[src/rtl/tt_sweeper.sv]
// tt_sweeper: sweeps all 2^N_IN input patterns through an attached Boolean
// function and captures its truth table and onset count, handing the result
// to the back end over a valid/ready handshake.
//
// Ports:
//   clk, rst_n  clock (rising edge) and asynchronous active-low reset
//   start       sweep request, honoured only in IDLE
//   busy        sweep in progress (start accepted, result not yet valid)
//   x, x_valid  pattern driven to the function and its qualifier
//   f_in        function output for the pattern applied FN_LAT cycles earlier
//   tt, onset   captured truth table (tt[k] = f(k)) and its popcount
//   tt_valid    result valid; held until tt_ready is seen
//   tt_ready    consumer accepts the result
module tt_sweeper #(
  parameter int unsigned N_IN   = 7,
  parameter int unsigned FN_LAT = 0
) (
  input  logic                    clk,
  input  logic                    rst_n,
  input  logic                    start,
  output logic                    busy,
  output logic [N_IN-1:0]         x,
  output logic                    x_valid,
  input  logic                    f_in,
  output logic [(1 << N_IN)-1:0]  tt,
  output logic [N_IN:0]           onset,
  output logic                    tt_valid,
  input  logic                    tt_ready
);

  localparam int unsigned TT_W = 1 << N_IN;
  localparam int unsigned ON_W = N_IN + 1;
  localparam logic [N_IN-1:0] X_LAST = N_IN'(TT_W - 1);

  typedef enum logic [1:0] {S_IDLE, S_SWEEP, S_DRAIN, S_DONE} state_e;

  state_e            state_q;
  logic [N_IN-1:0]   x_q;
  logic              x_valid_q;
  logic              busy_q;
  logic              tt_valid_q;
  logic [TT_W-1:0]   tt_q;
  logic [ON_W-1:0]   onset_q;

  // Pattern and qualifier realigned with f_in
  logic              cap_v;
  logic [N_IN-1:0]   cap_x;

  // Delay line matching the attached function's pipeline depth
  generate
    if (FN_LAT == 0) begin : g_comb
      assign cap_v = x_valid_q;
      assign cap_x = x_q;
    end else begin : g_pipe
      logic [FN_LAT-1:0] dv_q;
      logic [N_IN-1:0]   dx_q [FN_LAT];

      always_ff @(posedge clk or negedge rst_n) begin
        if (!rst_n) begin
          dv_q <= '0;
          for (int i = 0; i < int'(FN_LAT); i++) dx_q[i] <= '0;
        end else begin
          dv_q[0] <= x_valid_q;
          dx_q[0] <= x_q;
          for (int i = 1; i < int'(FN_LAT); i++) begin
            dv_q[i] <= dv_q[i-1];
            dx_q[i] <= dx_q[i-1];
          end
        end
      end

      assign cap_v = dv_q[FN_LAT-1];
      assign cap_x = dx_q[FN_LAT-1];
    end
  endgenerate

  // Sweep control, capture and result handshake
  always_ff @(posedge clk or negedge rst_n) begin
    if (!rst_n) begin
      state_q    <= S_IDLE;
      x_q        <= '0;
      x_valid_q  <= 1'b0;
      busy_q     <= 1'b0;
      tt_valid_q <= 1'b0;
      tt_q       <= '0;
      onset_q    <= '0;
    end else begin
      // Bits are written by index so capture order never matters
      if (cap_v) begin
        tt_q[cap_x] <= f_in;
        onset_q     <= onset_q + ON_W'(f_in);
      end

      case (state_q)
        S_IDLE: begin
          if (start) begin
            state_q   <= S_SWEEP;
            x_q       <= '0;
            x_valid_q <= 1'b1;
            busy_q    <= 1'b1;
            tt_q      <= '0;
            onset_q   <= '0;
          end
        end
        S_SWEEP: begin
          if (x_q == X_LAST) begin
            x_q       <= '0;
            x_valid_q <= 1'b0;
            if (FN_LAT == 0) begin
              state_q    <= S_DONE;
              busy_q     <= 1'b0;
              tt_valid_q <= 1'b1;
            end else begin
              state_q <= S_DRAIN;
            end
          end else begin
            x_q <= x_q + N_IN'(1);
          end
        end
        S_DRAIN: begin
          // Leave on the edge that captures the final pattern
          if (cap_v && (cap_x == X_LAST)) begin
            state_q    <= S_DONE;
            busy_q     <= 1'b0;
            tt_valid_q <= 1'b1;
          end
        end
        S_DONE: begin
          if (tt_ready) begin
            state_q    <= S_IDLE;
            tt_valid_q <= 1'b0;
          end
        end
        default: begin
          state_q <= S_IDLE;
        end
      endcase
    end
  end

  assign x        = x_q;
  assign x_valid  = x_valid_q;
  assign busy     = busy_q;
  assign tt_valid = tt_valid_q;
  assign tt       = tt_q;
  assign onset    = onset_q;

endmodule

[config.mk]
export PLATFORM = sky130hd
export DESIGN_NAME = tt_sweeper
export DESIGN_NICKNAME = d
export VERILOG_FILES = /design/src/rtl/tt_sweeper.sv
export SDC_FILE = /design/constraint.sdc
export NUM_CORES = 1
export LEC_CHECK = 0
export ABC_AREA = 1
export CORE_MARGIN = 2
export CORE_UTILIZATION = 29
export DETAILED_ROUTE_END_ITERATION = 8
export PLACE_DENSITY = 0.47
export SKIP_LAST_GASP = 1
export SLEW_MARGIN = 25
export SYNTH_ARGS = -nofsm -noshare
export SYNTH_HDL_FRONTEND = slang
export SYNTH_SLANG_ARGS = --single-unit
[constraint.sdc]
create_clock -name clk -period 2 [get_ports clk]
set_input_delay 0.4 -clock clk [delete_from_list [all_inputs] [get_ports clk]]
set_output_delay 0.4 -clock clk [all_outputs]
set_load 0.03 [all_outputs]
# Word-level counts from Yosys, hierarchy flattened
# Cells that the tools add are included.
# totals
ff_bits,148
output_inout_bits,146
wordCells,56
# op_classes
n_addsub,2
n_lt_le_gt_ge,2
n_eq_ne,8
mux,26
reduce_logical,11
# op_table
cell,n
$mux W128,3
$bwmux W128,1
$mux W8,3
$mux W7,2
$pmux W7 S2,1
$reduce_and A4 Y1,3
$add A8 B1 Y8,1
$lt A7 B8 Y1 const B,1
$mux W2,4
$ne A2 B2 Y1 const B,4
$pmux W2 S4,1
$add A7 B1 Y7 const B,1
$demux W1 S7,1
$eq A7 B7 Y1 const B,1
$ge A7 B1 Y1 const B,1
$mux W1,7
$pmux W1 S3,2
$reduce_bool A3 Y1,2
$eq A2 B2 Y1 const B,2
$reduce_and A3 Y1,1
$eq A2 B1 Y1 const B,1
$logic_and A1 B1 Y1,2
$logic_not A2 Y1,1
$pmux W1 S2,1
other kinds (2),2

# Logic depth before layout (Yosys ltp)
# Gate-level depths: netlist of the first run.
# logic_depth
ltp_word,8
ltp_mapped,8

# Least setup slack after synthesis of the first run
# Ideal clock, no wire load.
# synth_path
path_kind,register to register
from,reg x_q[0] (netlist: x[0])
to,reg tt_valid_q (netlist: tt_valid)
arrival_time_ps,1503
required_time_ps,1879
setup_slack_ps,376
stages_incl_launch_ff,9
synth_period_minus_slack_ps,1624
cell_sequence,dfrtp_1 -> ha_1 -> nand2_1 -> nor2_1 -> nand3_1 -> nand2_1 -> nand3_1 -> nand2_1 -> o21ai_1
# synth_between
elab_chain_len,4
word_cells_on_any_way,5
classes_between,3 x eq/ne; 2 x reduce/logical
# synth_rtl
element,line_no,source
"start, declared",38,logic [N_IN-1:0] x_q;
"start signal, assigned",117,x_q <= x_q + N_IN'(1);
$eq A7 B7 Y1 (*),"106, 122",
$logic_and A1 B1 Y1,122,if (cap_v && (cap_x == X_LAST)) begin
$ne A2 B2 Y1 (no line),--,
$reduce_and A4 Y1 (no line) (*),--,
"end signal, assigned",112,tt_valid_q <= 1'b1;
"end signal, assigned",125,tt_valid_q <= 1'b1;
"end signal, assigned",131,tt_valid_q <= 1'b0;
"end, declared",41,logic tt_valid_q;
# Every way passes the cells marked *; elsewhere a longest branch is shown, timed or not.
# A chain may end at the register's enable or synchronous reset.

# Final worst setup path of the first run
# layout_path
from,reg tt_q[27] (netlist: tt[27])
to,out tt[27]
# layout_lines
element,line_no,source
"start, declared",42,logic [TT_W-1:0] tt_q;
"start signal, assigned by index",90,tt_q[cap_x] <= f_in;
"end, declared",25,"output logic [(1 << N_IN)-1:0] tt,"
# No word-level cell between the ends.

==> results of run 1 <==
==> layer usage <==
metal  vias to the layer above  global-route usage (%)  wire length [um]
met5                         -                       0                 0
met4                         0                   6.653               481
met3                        31                   3.282              1163
met2                       178                   30.77             11660
met1                      3087                   27.63             11840
li1                       3077                       -                 -
==> cell families after synthesis <==
| family | share of synthesized area (%) |
|---|---|
| and+or+nand+nor | 27.59 |
| AOI/OAI and AO/OA | 10.79 |
| DFF | 53.14 |
| buffers and inverters | 6.481 |
| adders and majority gates | 1.616 |
| xor gates and xnor gates | 0.3771 |
==> cells in the mapped netlist, drive strengths merged, types with 2 or more instances <==
| cell | number |
|---|---|
| o21ai | 15 |
| buf | 28 |
| a21oi | 129 |
| inv | 57 |
| xor2 | 3 |
| dfrtp | 148 |
| nand3 | 25 |
| nand2 | 59 |
| nor3 | 233 |
| nor2 | 63 |
| ha | 9 |
| a31oi | 2 |
| nand4 | 3 |
| clkbuf | 20 |
==> registers in the layout, summed over array words and instances, names as in the netlist <==
register / cells
tt: 128
onset: 8
x: 7
state_q: 2
busy: 1
tt_valid: 1
x_valid: 1
==> power breakdown <==
| part | total (mW) | switching, mW | internal [mW] |
|---|---|---|---|
| clock | 3.17 | 1.38 | 1.80 |
| combinational | 3.67 | 2.40 | 1.27 |
| sequential | 3.82 | 0.384 | 3.44 |
==> layout make-up <==
| type | instances | area, um^2 | share of cell area (%) |
|---|---|---|---|
| clock inverters | 13 | 126.4 | 1.327 |
| repair buffers | 183 | 1815 | 19.06 |
| inverters | 57 | 215.2 | 2.259 |
| well taps | 319 | 399.1 | 4.190 |
| clock buffers | 19 | 452.9 | 4.754 |
| multi-input cells | 544 | 2814 | 29.54 |
| flip-flops and latches | 148 | 3704 | 38.88 |
==> worst min-delay path by stage <==
stage | startpoint | to | depth (start not counted)
floorplan | rst_n | busy$_DFFE_PN0P_ | 0
global placement | rst_n | tt[93]$_DFF_PN0_ | 1
detailed placement | rst_n | tt[92]$_DFF_PN0_ | 1
CTS | f_in | tt[119]$_DFF_PN0_ | 3
global route | f_in | tt[119]$_DFF_PN0_ | 3
finish | f_in | tt[119]$_DFF_PN0_ | 3
==> timing repair <==
item | in CTS | in global routing
endpoints found under the hold margin | 30 | 0
hold buffers | 1 | 0
gates resized for setup | 8 | 0
endpoints found under the setup margin | 8 | 0
==> cells in the final DEF (no fill, tap or decap), drive strengths merged <==
| cell type | count |
|---|---|
| o21bai | 1 |
| clkinv | 7 |
| a21oi | 129 |
| nand2 | 59 |
| a31oi | 2 |
| dfrtp | 148 |
| xor2 | 3 |
| dlygate4sd3 | 1 |
| and2 | 1 |
| nand3 | 25 |
| o21ai | 15 |
| clkdlybuf4s50 | 140 |
| inv | 59 |
| nand4 | 3 |
| dlygate4sd2 | 8 |
| ha | 9 |
| o21a | 1 |
| clkinvlp | 3 |
| bufinv | 1 |
| nor3 | 233 |
| clkbuf | 19 |
| nor2 | 63 |
| buf | 34 |
==> per-stage QoR <==
| stage | hold slack [ps] | area, um^2 | cells | power (mW) | utilization (%) |
|---|---|---|---|---|---|
| global route | 312.8 | 9527 | 1283 | 11.19 | 40.47 |
| global placement | 333.0 | 8947 | 1250 | 7.582 | 38.00 |
| floorplan | 104.4 | 6969 | 797 | 5.985 | - |
| CTS | 270.1 | 9527 | 1283 | 10.78 | 40.47 |
| detailed placement | 330.7 | 8947 | 1250 | 7.599 | 38.00 |
| finish | 285.5 | 9527 | 1283 | 10.67 | 40.47 |
==> metrics, run 1 <==
Clock transition at path regs approximately 60 ps; CTS tree done; htree depth 4; Post-CTS Setup Repair Bufs 0; CTS Sinks ~150; status complete, no violations; Crit. Startpoint tt[27]$_DFF_PN0_; WL/cell between 15 and 20 um; r2r setup slk 200 ps; share of cells above drive strength 1 between 10 and 15%; Core Region 0.02354 mm^2; reg-to-reg endpoint tt[97]$_DFF_PN0_; Root Buffer clkbuf_16; max-cap viol count 0; Slew headroom 53.46%; Post-synth EDFFs 0; Final min period 1950 ps; CTS Buf Count 17; DIE AREA approximately 0.025 mm^2; Synth Area per Inst about 8.7 um^2; Area Growth Syn to Fin 36.70%; total grt overflow 0; Routed Antenna Nets 0; Nets between 900 and 1000; dpl hpwl between 15000 and 20000 um; Netlist Area Pre-Place 0.006969 mm^2; Crit path largest cell delay 700 ps; Setup TNS Final 0 ps; syn nets 811; Final setup viols 0; Worst Setup EP tt[27]; Post-synth ARST share 100.0%; Critical Path RT ~1600 ps; Port-buffer cells 150; maximum vdd drop between 0.4 and 0.5 mV; Die Y roughly 160 um; Post-route DRC 0; worst setup margin about 50 ps; Rows 56; global-route wire length before repair about 39000 um; worst-path cell chain clkdlybuf4s50_1; post-synth top area cell dfrtp_1; share of the synthesized area in the top cell type a little over half; Crit Path Max Fanout 2; DRT iter0 DRCs a little over 400; ranking of synthesized cells by area dfrtp_1 53%, nor3_1 17%, a21oi_1 9.2%, nand2_1 2.6%, inv_1 2.4%; clock tree buffer depth 2; initial antenna violation count 0; crit share post-route 97.48%; Hold/Removal Path Class in2reg; Die W roughly 160 um; Post-Syn Instances 797; IO Pins 151; Reg2Reg Depth 6; vias in the first global route ~6400; Crit. End Element primary output; critical path depth 1; Synth Flop Type dfrtp_1; Buf/Inv on CP 1; Antenna diodes 0; RSZ-0062 raised after global routing false; worst-skew pair later-pin latency 430 ps; Hold Vio Cnt, Final 0; critical path's top delay family buffers and inverters; slowest CP cell clkdlybuf4s50_1; largest net degree at the start of global routing between 100 and 150; crit start category flip-flop; final WL roughly 25000 um; All-Layer GR Usage 19.65%; worst-margin pin slew approximately 700 ps; via count of the routed design approximately 6400; Leakage Power slightly below 4 nW; Initial Utilization 29.60%; Fin Clk Skew about 11 ps; sequential area share after synthesis a little over half; Final Max Slew Viols 0; Crit Path Class reg2out; drt pass-1 iters 5; synth warn 0; Filler Cell Count roughly 2500; routability cong. 0.7678; vias per cell around 5.0; pwr dens ~1100 mW/mm^2; Yosys cell types 29; Worst R2R Start x[3]$_DFFE_PN0P_; WP data arrival 1550 ps; Yosys reg bits 148; max frequency just over 500 MHz; pre-CTS setup slack roughly 260 ps
Power figures use the tool's default switching activity.
==> run 2, diff against run 1 <==
CTS_CLUSTER_SIZE = 28   (was not set)
==> results of run 2 <==
The final DEF is identical to that of run 1; final timing and power are the same.
==> run 3, diff against run 2 <==
CELL_PAD_IN_SITES_DETAIL_PLACEMENT = 1   (was not set)
CELL_PAD_IN_SITES_GLOBAL_PLACEMENT = 2   (was not set)
CTS_CLUSTER_SIZE = 12   (was 28)
PLACE_DENSITY = 0.73   (was 0.47)
RECOVER_POWER = 100   (was not set)
==> metrics, run 3 (same netlist as run 1, synthesis figures left out) <==
Routed Antenna Nets 0 (unchanged); Clock transition at path regs 60 ps (about the same); global-route wire length before repair 41710 um (+8.3%); worst setup margin 40.32 ps (-10.13 ps); Post-route DRC 0 (unchanged); Root Buffer clkbuf_16; routability cong. 0.7698 (+0.26%); pwr dens 1146 mW/mm^2 (+2.3%); max-cap viol count 0 (unchanged); CTS tree done; CTS Buf Count 17 (unchanged); total grt overflow 0 (unchanged); WP data arrival 1560 ps (about the same); final WL 26660 um (+6.0%); Final min period 1960 ps (+10.13 ps); dpl hpwl 17780 um (+6.6%); Core Region 0.02354 mm^2 (unchanged); IO Pins 151 (unchanged); Antenna diodes 0 (unchanged); clock tree buffer depth 2 (unchanged); Filler Cell Count 2803 (+14%); Area Growth Syn to Fin 36.34%; worst-margin pin slew 1233 ps (+535.4 ps); htree depth 4 (unchanged); CTS Sinks 148 (unchanged); most common library cell in the layout ignoring fill and taps nor3_1; DIE AREA 0.02529 mm^2 (unchanged); max frequency 510.3 MHz (-0.52%); Post-Route Utilization 40.36% (-0.11 points); Rows 56 (unchanged); Die Y 159.0 um (unchanged); worst-skew pair later-pin latency 430 ps (about the same); cell total after placement 1249 (-0.080%); slowest CP cell clkdlybuf4s50_1; Die W 159.0 um (unchanged); area of the multi-input gates 0.002806 mm^2 (-0.27%); critical path's top delay family buffers and inverters; WL/cell 20.81 um (+6.2%); register area 0.003705 mm^2 (about the same); Crit. End Element primary output; Largest register FFs 128 (unchanged); Nets 964 (-0.10%); maximum vdd drop 0.4301 mV (-13%); vias in the first global route 6809 (+6.2%); vias per cell 5.094 (+2.5%); area of placed instances 0.008927 mm^2 (-0.22%); Buf/Inv on CP 1 (unchanged); Slew headroom 17.82% (-36 points); worst-path cell chain clkdlybuf4s50_1; Final Max Slew Viols 0 (unchanged); share of cells above drive strength 1 11.02% (-0.39 points); Power Total 10.89 mW (+2.0%); pre-CTS setup slack 218.9 ps (-44.77 ps); Final setup viols 0 (unchanged); Fin Clk Skew 8.660 ps (-2.390 ps); Critical Path RT 1600 ps (about the same); crit share post-route 97.98% (+0.51 points); largest net degree at the start of global routing 122 (+0.83%); drt pass-1 iters 5 (unchanged); RSZ-0062 raised after global routing true; status complete, no violations; Hold Vio Cnt, Final 0 (unchanged); Crit Path Class reg2out; commonest non-fill, non-tap cells in the layout 231 x nor3_1, 147 x dfrtp_1, 128 x a21oi_1, 95 x clkdlybuf4s50_1, 49 x nand2_1; Initial Utilization 29.60% (unchanged); All-Layer GR Usage 21.25% (+1.6 points); Layout Cells excl Fill 1281 (-0.16%); Crit path largest cell delay 700 ps (about the same); Hold/Removal Path Class in2reg; r2r setup slk 140 ps (-60 ps); via count of the routed design 6525 (+2.4%); Leakage Power 4.099 nW (+3.6%); DRT iter0 DRCs 406 (-1.7%); initial antenna violation count 0 (unchanged); Final Cell Area 0.009502 mm^2 (-0.26%); crit start category flip-flop; Post-CTS Setup Repair Bufs 0 (unchanged); Port-buffer cells 150 (unchanged); Crit Path Max Fanout 2 (unchanged)
-- run 3: changes by cell type in the layout (fill, tap and decap cells not counted), sizes merged --
cell / delta
buf: -5
bufinv: +3
clkbuf: +4
clkdlybuf4s50: -45
clkinv: -1
clkinvlp: -2
dlygate4sd2: -1
dlygate4sd3: +44
inv: +1
-- run 3: power by group --
| part | internal (mW) | switching (mW) | leakage (nW) | total, mW |
|---|---|---|---|---|
| combinational | 1.17 | 2.41 | 1.77 | 3.58 |
| clock | 2.10 | 1.38 | 0.306 | 3.48 |
| sequential | 3.44 | 0.382 | 2.02 | 3.82 |
-- run 3: what timing repair did --
item / in CTS / in global routing
pin swaps: 0 / 0
hold buffers: 1 / 0
hold endpoints to repair: 38 / 0
endpoints found under the setup margin: 8 / 5
gates resized for setup: 8 / 3
-- run 3: path summary, 6_finish.rpt --
check / end / cells past startpoint / start
setup reg to reg: tt[101]$_DFF_PN0_ / 6 / x[4]$_DFFE_PN0P_
min in group asynchronous: tt[83]$_DFF_PN0_ / 2 / rst_n
hold / removal: onset[0]$_DFF_PN0_ / 4 / f_in
max in group asynchronous: x[5]$_DFFE_PN0P_ / 3 / rst_n
setup / recovery: tt[26] / 1 / tt[26]$_DFF_PN0_
hold reg to reg: busy$_DFFE_PN0P_ / 2 / busy$_DFFE_PN0P_
-- run 3: layout make-up --
cell class | count | area share [%]
inverter | 57 | 2.265
sequential | 148 | 38.99
tap | 319 | 4.201
timing repair buffer | 182 | 18.41
clock buffer | 17 | 4.477
multi-input combinational | 544 | 29.54
clock inverter | 14 | 2.120
-- run 3: per-stage QoR --
step / hold WS [ps] / setup TNS, ps
finish: 393.6 / 0
detailed placement: 363.4 / 0
CTS: 387.1 / -64.56
floorplan: 104.4 / 0
global route: 413.4 / -53.76
global placement: 360.0 / 0
-- run 3: per-layer routing --
| metal | vias to the layer above | track usage (%) | wire, um |
|---|---|---|---|
| met4 | 0 | 5.826 | 398 |
| met5 | - | 0 | 0 |
| met1 | 3253 | 30.46 | 12770 |
| met2 | 174 | 32.87 | 12340 |
| met3 | 31 | 4.011 | 1153 |
| li1 | 3067 | - | - |
